$ cat config.mk
export PLATFORM = sky130hd
export DESIGN_NAME = hier_lane_arbiter
export DESIGN_NICKNAME = d
export VERILOG_FILES = /design/src/rtl/hier_lane_arbiter_pkg.sv /design/src/rtl/hier_lane_arbiter_rr_pick.sv /design/src/rtl/hier_lane_arbiter.sv
export SDC_FILE = /design/constraint.sdc
export NUM_CORES = 1
export LEC_CHECK = 0
export ABC_AREA = 1
export CELL_PAD_IN_SITES_DETAIL_PLACEMENT = 0
export CELL_PAD_IN_SITES_GLOBAL_PLACEMENT = 1
export CORE_ASPECT_RATIO = 0.75
export CORE_MARGIN = 10
export CORE_UTILIZATION = 30
export DETAILED_ROUTE_END_ITERATION = 12
export PLACE_DENSITY = 0.87
export SYNTH_ARGS = -nofsm -noshare
export SYNTH_HDL_FRONTEND = slang
export SYNTH_SLANG_ARGS = --single-unit
$ cat constraint.sdc
create_clock -name clk -period 1.7 [get_ports clk]
set_clock_uncertainty 0.1 [all_clocks]
set_input_delay 0.255 -clock clk [delete_from_list [all_inputs] [get_ports clk]]
set_output_delay 0.255 -clock clk [all_outputs]
set_load 0.01 [all_outputs]
$ cat src/rtl/hier_lane_arbiter_pkg.sv
// Shared types and constants for the hierarchical lane arbiter slice.
// Optional statistics counters are enabled with the HLA_STATS_EN macro.
package hier_arb_pkg;

    typedef enum logic {
        IDLE  = 1'b0,
        GRANT = 1'b1
    } state_e;

    localparam int unsigned LANE_W_DEF = 3;
    localparam int unsigned STAT_W     = 16;

    // Width of a requester index for n requesters.
    function automatic int unsigned src_w(input int unsigned n);
        return $clog2(n);
    endfunction

endpackage

$ cat src/rtl/hier_lane_arbiter_rr_pick.sv
// Rotating-priority encoder: first asserted request at or above rr_ptr, wrapping.
module hla_rr_pick
    import hier_arb_pkg::*;
#(
    parameter int unsigned NUM_REQ = 2
) (
    input  logic [NUM_REQ-1:0]          req,
    input  logic [src_w(NUM_REQ)-1:0]   rr_ptr,
    output logic                        any,
    output logic [src_w(NUM_REQ)-1:0]   index
);

    localparam int unsigned SRC_W = src_w(NUM_REQ);

    logic [NUM_REQ-1:0] w_rot;
    logic [SRC_W-1:0]   w_off;
    logic [SRC_W:0]     w_sum;

    // Rotate requests so rr_ptr sits at bit 0, find the nearest one, map back to an index.
    always_comb begin
        w_rot = NUM_REQ'({req, req} >> rr_ptr);
        any   = 1'b0;
        w_off = '0;
        for (int unsigned k = NUM_REQ; k > 0; k--) begin
            if (w_rot[k-1]) begin
                any   = 1'b1;
                w_off = SRC_W'(k - 1);
            end
        end
        w_sum = {1'b0, rr_ptr} + {1'b0, w_off};
        if (w_sum >= (SRC_W+1)'(NUM_REQ)) begin
            w_sum = w_sum - (SRC_W+1)'(NUM_REQ);
        end
        index = w_sum[SRC_W-1:0];
    end

endmodule

$ cat src/rtl/hier_lane_arbiter.sv
// Round-robin burst arbiter driving one shared, registered lane group.
// Define HLA_STATS_EN to add the per-requester grant_cnt statistics port.
module hier_lane_arbiter
    import hier_arb_pkg::*;
#(
    parameter int unsigned NUM_REQ   = 2,
    parameter int unsigned LANE_W    = LANE_W_DEF,
    parameter int unsigned MAX_BURST = 4
) (
    input  logic                        clk,
    input  logic                        rst,
    input  logic [NUM_REQ-1:0]          req_valid,
    input  logic [NUM_REQ*LANE_W-1:0]   req_data,
    input  logic [NUM_REQ-1:0]          req_last,
    output logic [NUM_REQ-1:0]          req_ready,
    output logic                        out_valid,
    output logic [LANE_W-1:0]           out_data,
    output logic [src_w(NUM_REQ)-1:0]   out_src,
    output logic                        out_last,
    input  logic                        out_ready
`ifdef HLA_STATS_EN
    ,
    output logic [NUM_REQ*STAT_W-1:0]   grant_cnt
`endif
);

    localparam int unsigned SRC_W = src_w(NUM_REQ);
    localparam int unsigned CNT_W = $clog2(MAX_BURST) + 1;

    state_e             r_state;
    logic [SRC_W-1:0]   r_owner;
    logic [SRC_W-1:0]   r_rr_ptr;
    logic [CNT_W-1:0]   r_beat_cnt;
    logic               r_out_valid;
    logic [LANE_W-1:0]  r_out_data;
    logic [SRC_W-1:0]   r_out_src;
    logic               r_out_last;

    logic               w_any;
    logic [SRC_W-1:0]   w_pick;
    logic               w_slot;
    logic               w_own_valid;
    logic               w_own_last;
    logic [LANE_W-1:0]  w_beat;
    logic [NUM_REQ-1:0] w_req_ready;
    logic               w_accept;
    logic               w_end;

    hla_rr_pick #(
        .NUM_REQ (NUM_REQ)
    ) u_pick (
        .req    (req_valid),
        .rr_ptr (r_rr_ptr),
        .any    (w_any),
        .index  (w_pick)
    );

    // Select the owner's beat and drive its ready when the output register can take a beat.
    always_comb begin
        w_slot      = !r_out_valid || out_ready;
        w_req_ready = '0;
        w_beat      = '0;
        w_own_valid = 1'b0;
        w_own_last  = 1'b0;
        for (int unsigned i = 0; i < NUM_REQ; i++) begin
            if (r_owner == SRC_W'(i)) begin
                w_beat      = req_data[i*LANE_W +: LANE_W];
                w_own_valid = req_valid[i];
                w_own_last  = req_last[i];
                if (r_state == GRANT) begin
                    w_req_ready[i] = w_slot;
                end
            end
        end
        w_accept = (r_state == GRANT) && w_own_valid && w_slot;
        w_end    = w_own_last || (r_beat_cnt == CNT_W'(MAX_BURST - 1));
    end

    // Arbitration FSM, burst counter and shared-lane output register.
    always_ff @(posedge clk) begin
        if (rst) begin
            r_state     <= IDLE;
            r_owner     <= '0;
            r_rr_ptr    <= '0;
            r_beat_cnt  <= '0;
            r_out_valid <= 1'b0;
            r_out_data  <= '0;
            r_out_src   <= '0;
            r_out_last  <= 1'b0;
        end else begin
            case (r_state)
                IDLE: begin
                    if (w_any) begin
                        r_owner <= w_pick;
                        r_state <= GRANT;
                    end
                end
                GRANT: begin
                    if (w_accept) begin
                        if (w_end) begin
                            r_beat_cnt <= '0;
                            r_rr_ptr   <= (r_owner == SRC_W'(NUM_REQ - 1)) ? '0 : r_owner + 1'b1;
                            r_state    <= IDLE;
                        end else begin
                            r_beat_cnt <= r_beat_cnt + 1'b1;
                        end
                    end
                end
                default: r_state <= IDLE;
            endcase

            if (w_accept) begin
                r_out_valid <= 1'b1;
                r_out_data  <= w_beat;
                r_out_src   <= r_owner;
                r_out_last  <= w_end;
            end else if (out_ready) begin
                r_out_valid <= 1'b0;
            end
        end
    end

    assign req_ready = w_req_ready;
    assign out_valid = r_out_valid;
    assign out_data  = r_out_data;
    assign out_src   = r_out_src;
    assign out_last  = r_out_last;

`ifdef HLA_STATS_EN
    logic [STAT_W-1:0] r_grant_cnt [NUM_REQ];

    // Count IDLE->GRANT transitions per requester, saturating.
    always_ff @(posedge clk) begin
        if (rst) begin
            for (int unsigned i = 0; i < NUM_REQ; i++) begin
                r_grant_cnt[i] <= '0;
            end
        end else if ((r_state == IDLE) && w_any) begin
            for (int unsigned i = 0; i < NUM_REQ; i++) begin
                if ((w_pick == SRC_W'(i)) && (r_grant_cnt[i] != '1)) begin
                    r_grant_cnt[i] <= r_grant_cnt[i] + 1'b1;
                end
            end
        end
    end

    // Flatten the counters onto the statistics port.
    always_comb begin
        for (int unsigned i = 0; i < NUM_REQ; i++) begin
            grant_cnt[i*STAT_W +: STAT_W] = r_grant_cnt[i];
        end
    end
`endif

endmodule

**Yosys cells after proc, flatten, opt, wreduce, memory -nomap -nowiden**

Index checks and enable logic that the tools add are counted.

- $add $sub $neg: 4
- $mul: 0
- Divide/modulo/power cells: 0
- Order comparisons: 1
- Equality and inequality tests: 1
- Shift operators: 1
- Mux-type cells: 18
- Bitwise gates (word level): 1
- Reduce and logical (&&, ||, !) cells: 9

Operators with widths:

| operator | number |
|---|---|
| $mux W1 | 15 |
| $mux W3 | 2 |
| $reduce_and A2 Y1 | 2 |
| $shr A4 B1 Y2 | 1 |
| $add A3 B1 Y3 const B | 1 |
| $eq A3 B2 Y1 const B | 1 |
| $reduce_and A3 Y1 | 1 |
| $add A1 B1 Y2 | 1 |
| $ge A2 B2 Y1 const B | 1 |
| $logic_and A1 B1 Y1 | 2 |
| $logic_or A1 B1 Y1 | 2 |
| $pmux W1 S2 | 1 |
| $reduce_bool A2 Y1 | 1 |
| $add A1 B1 Y1 const B | 1 |
| $logic_not A1 Y1 | 1 |
| $not A1 Y1 | 1 |
| $sub A1 B1 Y1 const B | 1 |

- Bits in registers: 12
- Bits in latches: 0
- Memory bits (writable): 0
- Bits in read-only memories: 0
- Bits of input ports: 13
- Output and inout port bits: 8
- Word-level logic and storage cells: 43
- Memories: 0

**Longest topological paths before layout**

Gate-level depths: netlist of run 1.

- Word-level depth: 6
- Mapped depth: 8

**Modules after synthesis**

Synthesis of run 1 repeated with hierarchy kept, for this count alone.

- Cells, all modules: 88
- Area, all modules: 633.1 µm²

By module, submodules not included:

| module | instances | cells an instance | area each (µm²) |
|---|---|---|---|
| hier_lane_arbiter | 1 | 84 | 614.3 |
| hla_rr_pick | 1 | 4 | 18.8 |

**Worst setup path before layout of run 1**

No wires, ideal clock.

- Kind: reg2reg
- Start: reg r_beat_cnt[0]
- End: reg r_beat_cnt[2]
- Arrival time: 1.076 ns
- Required time: 1.533 ns
- Slack: 0.457 ns
- Cell stages (with the launch flop): 8
- Path buffers: 0
- Clock period less this slack: 1.243 ns
- Path through: dfxtp_1 -> ha_1 -> ha_1 -> inv_1 -> nand3_1 -> nor2_1 -> nand2_2 -> a21oi_2

- Word-level cells in the longest chain between the ends: 3

Ends and longest elaborated chain:

| item | line | source |
|---|---|---|
| start, declared | hier_lane_arbiter.sv:33 | `logic [CNT_W-1:0] r_beat_cnt;` |
| start signal, assigned | hier_lane_arbiter.sv:105 | `r_beat_cnt <= r_beat_cnt + 1'b1;` |
| branches (longest 2 deep; another with $add A3 B1 Y3) | -- |  |
| $mux W3 (*) | hier_lane_arbiter.sv:100 | `if (w_end) begin` |

Every way passes the cells marked *.
A chain may end at the register's enable or synchronous reset.

**Final worst setup path of run 1**

- Start: reg r_out_valid, in the netlist out_valid
- End: out out_valid

RTL lines:

| item | line | source |
|---|---|---|
| start, declared | hier_lane_arbiter.sv:34 | `logic r_out_valid;` |
| start signal, assigned | hier_lane_arbiter.sv:86 | `r_out_valid <= 1'b0;` |
| start signal, assigned | hier_lane_arbiter.sv:113 | `r_out_valid <= 1'b1;` |
| start signal, assigned | hier_lane_arbiter.sv:118 | `r_out_valid <= 1'b0;` |
| end, declared | hier_lane_arbiter.sv:16 | `output logic out_valid,` |

No word-level cell between the ends.

==> metrics, run 1 <==
final wirelength around 1600 um; total of max-cap violations 0; max frequency ~630 MHz; status completed; Initial Util 0.315; Antenna Diode Count 0; Clk Tree Root Cell clkbuf_4; Remaining DRCs 0; buffer levels on the longest clock path 2; summed area of non-filler cells in the final layout between 800 and 900 um2; Net Sw Power about 190 uW; Leakage Power 0.000392 uW; synthesized net count about 100; Power per Cell Area ~770 nW/um2; most common cell after layout, fill and taps aside nand2_1; worst path buffer plus inverter count 1; total of fill cells in the finished design between 200 and 250; launch point of the critical path out_valid; clock-pin slew on the worst setup and hold paths about 0.080 ns; floorplan die area ~4300 um2; number of unique standard cell types used by synthesis 19; final setup slack of the worst path about 0.11 ns; count of TritonRoute iterations in the first routing pass 4; DR WL/cell roughly 12 um; post-synthesis cell area 629 um2; number of nets at the end of the flow about 130; die boundary height slightly below 60 um; global-route wire length before repair 2650 um; sort of element at the start of the critical path flip-flop; hold path startpoint r_state; largest vdd supply drop roughly 0.37 mV; count of buffers from port buffering 20; total placed instance area ~870 um2; overall die width 72.9 um; type of destination of the critical path primary output; area growth from synthesis to final layout 41.9%; number of standard-cell rows in the floorplan 14; net switching share of the total power 0.271; YS warnings 0; post-route clock period utilization 0.936; standard cell with the maximum stage delay on the critical path clkdlybuf4s50_1; relative contribution of the clock network to total power 0.327; Max-Slew Margin vs Limit 0.855; Iter 0 DRT Violations 16; number of sinks handled by clock tree synthesis 12; combinational fraction of design power 0.226; Least-Margin Pin Slew between 0.2 and 0.25 ns; routed via count divided by cell count around 4.5; flip-flop and latch count after synthesis 12; leading cell types in the layout, fill and taps excluded nand2_1 (24), clkdlybuf4s50_1 (18), nor2_1 (14); synthesized instance count 87; synthesized area per cell 7.23 um2; WS Path Type reg2out; largest net degree at the start of global routing 10; min Tclk post-route around 1.6 ns; final slew viol count 0; launching point of the worst reg2reg path r_owner; number of buffers inserted during clock tree synthesis 3; final-report hold violation count 0; antenna viol nets, final 0; Pint approximately 500 uW; area of the multi-input gates roughly 330 um2; hold_buf cts 0; number of global-route vias before repair approximately 640; longest individual stage delay on the worst path ~0.56 ns; Detail Placement HPWL roughly 1300 um; sequential element share of the synthesized area 0.382; final core area utilization 0.447; share of cells above drive strength 1 0.188; count of H-tree levels built during CTS 1; tightest hold margin 0.377 ns; antenna violations before repair 0; final setup violating endpoints 0; critical-path cell list clkdlybuf4s50_1; Routability Congestion between 0.7 and 0.8; largest fanout on the critical path 3; required time at the endpoint of the critical path 1.34 ns; RSZ-0062 raised after global routing no; Core Area around 2000 um2; total I/O pin count 21; total overflow reported by the global router 0; part of the power in registers 0.448; family with the most delay on the worst path buffers and inverters; setup TNS 0 ns; clock latency on the worst-skew pair roughly 0.27 ns; GR Util All Layers 0.0756; Setup Slack @ Placement -0.267 ns; Hold Path Class reg2reg; via count roughly 610; sequential cell area in the final layout 240 um2; CTS tree done; data arrival at the endpoint of the critical path approximately 1.2 ns
## Yosys cell counts
cell     number  area share
inv_6         1       0.014
nand2_4       3       0.054
nand2_1      24        0.14
nand4_1       1      0.0099
ha_1          2       0.040
a21oi_2       2       0.028
nand3_2       1       0.016
nand2_2       2       0.020
buf_6         1       0.018
inv_2         1      0.0060
inv_4         1      0.0099
a21oi_1       6       0.048
nand3_1       3       0.024
a21oi_4       1       0.026
dfxtp_1      12        0.38
buf_1         1      0.0060
o21ai_0       4       0.032
nor2_1       14       0.083
inv_1         7       0.042
## sequential cells by signal, indices dropped and copies added (netlist names)
signal,count
out_src,1
out_last,1
r_beat_cnt,3
r_rr_ptr,1
r_owner,1
out_data,3
out_valid,1
r_state,1
## stage by stage
step	power (uW)	cells
2_1_floorplan	400	87
3_3_place_gp	473	132
3_5_place_dp	476	132
4_1_cts	704	136
5_1_grt	728	136
6_report	691	136
## layer usage
metal / wire [um] / GRT usage / part of all wire / vias to the layer above
li1: - / - / - / 326
met5: 0 / 0 / 0 / -
met2: 627 / 0.121 / 0.40 / 23
met3: 196 / 0.0513 / 0.13 / 0
met4: 0 / 0.0189 / 0 / 0
met1: 741 / 0.0803 / 0.47 / 265
## cell families (layout without fill, tap and decap cells)
family / count (synthesis) / count (layout) / synth area share
AND/OR/NAND/NOR: 48 / 48 / 0.350
adder cells (fa/ha/maj): 2 / 2 / 0.0398
AO/OA/AOI/OAI: 13 / 13 / 0.133
flip-flops: 12 / 12 / 0.382
buffers and inverters: 12 / 37 / 0.0954
## path summary, 6_finish.rpt
check | end | slack, ns | depth (start not counted)
setup / recovery | out_valid | 0.11 | 1
hold reg to reg | r_state | 0.38 | 2
hold / removal | r_state | 0.38 | 2
setup reg to reg | out_data[0] | 0.31 | 6
## power groups by stage
stage               sequential, uW  clock [uW]  combinational, uW
floorplan                      317           0               83.3
global placement               316           0                157
detailed placement             316           0                161
CTS                            309         235                160
global route                   312         241                175
finish                         309         225                156
## layout make-up
type | count | area share
Sequential cell | 12 | 0.269
Clock buffer | 4 | 0.0406
Timing Repair Buffer | 23 | 0.238
Multi-Input combinational cell | 63 | 0.368
Inverter | 10 | 0.0504
Tap cell | 24 | 0.0336
## what timing repair did
item                                    CTS  global route
endpoints found under the setup margin    2             2
resized for setup                         3             3
buffers inserted                          0             0
No activity file was read; power rests on OpenSTA's default activity.
==> run 2, diff against run 1 <==
--- a/config.mk
+++ b/config.mk
@@ -10,9 +10,9 @@
 export CELL_PAD_IN_SITES_GLOBAL_PLACEMENT = 1
 export CORE_ASPECT_RATIO = 0.75
 export CORE_MARGIN = 10
-export CORE_UTILIZATION = 30
+export CORE_UTILIZATION = 27
 export DETAILED_ROUTE_END_ITERATION = 12
-export PLACE_DENSITY = 0.87
+export PLACE_DENSITY = 0.83
 export SYNTH_ARGS = -nofsm -noshare
 export SYNTH_HDL_FRONTEND = slang
 export SYNTH_SLANG_ARGS = --single-unit
==> constraint.sdc (replaced) <==
create_clock -name clk -period 1.3 [get_ports clk]
set_clock_uncertainty 0.1 [all_clocks]
set_input_delay 0.195 -clock clk [delete_from_list [all_inputs] [get_ports clk]]
set_output_delay 0.195 -clock clk [all_outputs]
set_load 0.01 [all_outputs]
==> metrics, run 2 (synthesis gave the netlist of run 1 again) <==
combinational fraction of design power 0.289 (+0.063); net switching share of the total power 0.303 (+0.0321); data arrival at the endpoint of the critical path 1.03 ns (-0.21 ns); total overflow reported by the global router 0 (unchanged); number of nets at the end of the flow 138 (+7.8%); total I/O pin count 21 (unchanged); GR Util All Layers 0.0813 (+0.00574); number of standard-cell rows in the floorplan 15 (+1); part of the power in registers 0.452 (+0.004); largest fanout on the critical path 2 (-1); failing checks setup timing; antenna violations before repair 0 (unchanged); status finished with violations; Leakage Power 0.000461 uW (+18%); Detail Placement HPWL 1370 um (+8.3%); count of H-tree levels built during CTS 1 (unchanged); Initial Util 0.279 (-0.0357); Pint 625 uW (+24%); leading cell types in the layout, fill and taps excluded nand2_1 (23), nor2_1 (11), clkdlybuf4s50_1 (11), buf_4 (11), dfxtp_1 (7); Net Sw Power 272 uW (+45%); DR WL/cell 13.2 um (+15%); relative contribution of the clock network to total power 0.259 (-0.068); area of the multi-input gates 394 um2 (+20%); post-route clock period utilization 1.02; Hold Path Class in2reg; global-route wire length before repair 2900 um (+9.4%); clock latency on the worst-skew pair 0.27 ns (about the same); final setup violating endpoints 3 (+3); count of TritonRoute iterations in the first routing pass 5 (+1); Routability Congestion 0.802 (+6.5%); buffer levels on the longest clock path 2 (unchanged); largest net degree at the start of global routing 10 (unchanged); number of buffers inserted during clock tree synthesis 3 (unchanged); Antenna Diode Count 0 (unchanged); share of cells above drive strength 1 0.380 (+0.193); max frequency 754 MHz; via count 686 (+12%); required time at the endpoint of the critical path 1.00 ns (-0.34 ns); Power per Cell Area 871 nW/um2 (+13%); floorplan die area 4680 um2 (+7.7%); Core Area 2250 um2 (+13%); setup TNS -0.0560 ns (-0.0560 ns); final slew viol count 0 (unchanged); final wirelength 1930 um (+23%); launch point of the critical path r_state; launching point of the worst reg2reg path r_beat_cnt[0]; final-report hold violation count 0 (unchanged); Max-Slew Margin vs Limit 0.858 (+0.00384); clock-pin slew on the worst setup and hold paths 0.07 ns (about the same); total of fill cells in the finished design 247 (+13%); routed via count divided by cell count 4.70 (+4.1%); total of max-cap violations 0 (unchanged); Least-Margin Pin Slew 0.210 ns (-0.00570 ns); overall die width 75.8 um (+3.9%); count of buffers from port buffering 20 (unchanged); number of global-route vias before repair 630 (-1.9%); number of sinks handled by clock tree synthesis 12 (unchanged); die boundary height 61.8 um (+3.6%); sort of element at the start of the critical path flip-flop; type of destination of the critical path primary output; WS Path Type reg2out; Remaining DRCs 0 (unchanged); Clk Tree Root Cell clkbuf_4; sequential cell area in the final layout 249 um2 (+3.6%); RSZ-0062 raised after global routing yes; most common cell after layout, fill and taps aside nand2_1; Iter 0 DRT Violations 21 (+5); hold path startpoint out_ready; tightest hold margin 0.227 ns (-0.150 ns); antenna viol nets, final 0 (unchanged); min Tclk post-route about 1.3 ns; CTS tree done; final setup slack of the worst path -0.0268 ns (-0.136 ns); area growth from synthesis to final layout 63.6%; largest vdd supply drop 0.415 mV (+14%); hold_buf cts 0 (unchanged)
run 2: cell types whose count changed in the layout (fill, tap and decap cells not counted), sizes merged:
cell / before / now
clkdlybuf4s50: 18 / 11
buf: 3 / 15
clkdlybuf4s15: 0 / 1
clkbuf: 6 / 3
dlygate4sd2: 0 / 6
run 2: routing by layer:
metal,global-route usage,vias to the layer above,wire length (um)
met2,0.138,27,962
met5,0,-,0
met1,0.0868,313,756
met3,0.0524,2,204
met4,0.00792,0,5
li1,-,344,-
run 2: layout make-up:
type	count	share of cell area
Timing Repair Buffer	33	0.279
Tap cell	25	0.0304
Clock buffer	3	0.0219
Sequential cell	12	0.242
Multi-Input combinational cell	63	0.383
Inverter	10	0.0437
run 2: per-stage QoR:
step | cell area, um2 | instances | worst slack [ns] | utilization | total power, uW
final | 1030 | 146 | -0.0268 | 0.457 | 897
after global routing | 1030 | 146 | -0.0980 | 0.457 | 943
after CTS | 957 | 145 | -0.0543 | 0.425 | 877
after detailed placement | 928 | 141 | -0.555 | 0.412 | 650
after global placement | 928 | 141 | -0.498 | 0.412 | 644
after floorplan | 629 | 87 | 0.0568 | - | 523
run 2: power groups by stage:
stage | registers [uW] | logic, uW | clock network (uW)
final | 406 | 259 | 233
after CTS | 404 | 236 | 236
after floorplan | 414 | 109 | 0
after global routing | 409 | 281 | 253
after detailed placement | 412 | 238 | 0
after global placement | 411 | 233 | 0
run 2: timing repair:
action	4_1_cts	5_1_grt
endpoints found under the setup margin	17	12
resized for setup	25	16
cloned	0	0
setup buffers	1	1
pin swaps	3	5
run 2: final timing paths:
path | to | slack [ns] | cells after the start
setup / recovery | req_ready[0] | -0.03 | 5
hold / removal | out_valid | 0.23 | 4
setup reg to reg | r_beat_cnt[1] | -0.01 | 7
hold reg to reg | out_last | 0.36 | 2
run 2: worst max-delay path, cell delays in order (launching register included):
cell	delay (ns)
dfxtp_2	0.34
inv_2	0.05
a21oi_4	0.12
inv_2	0.05
nor2_1	0.07
buf_2	0.13
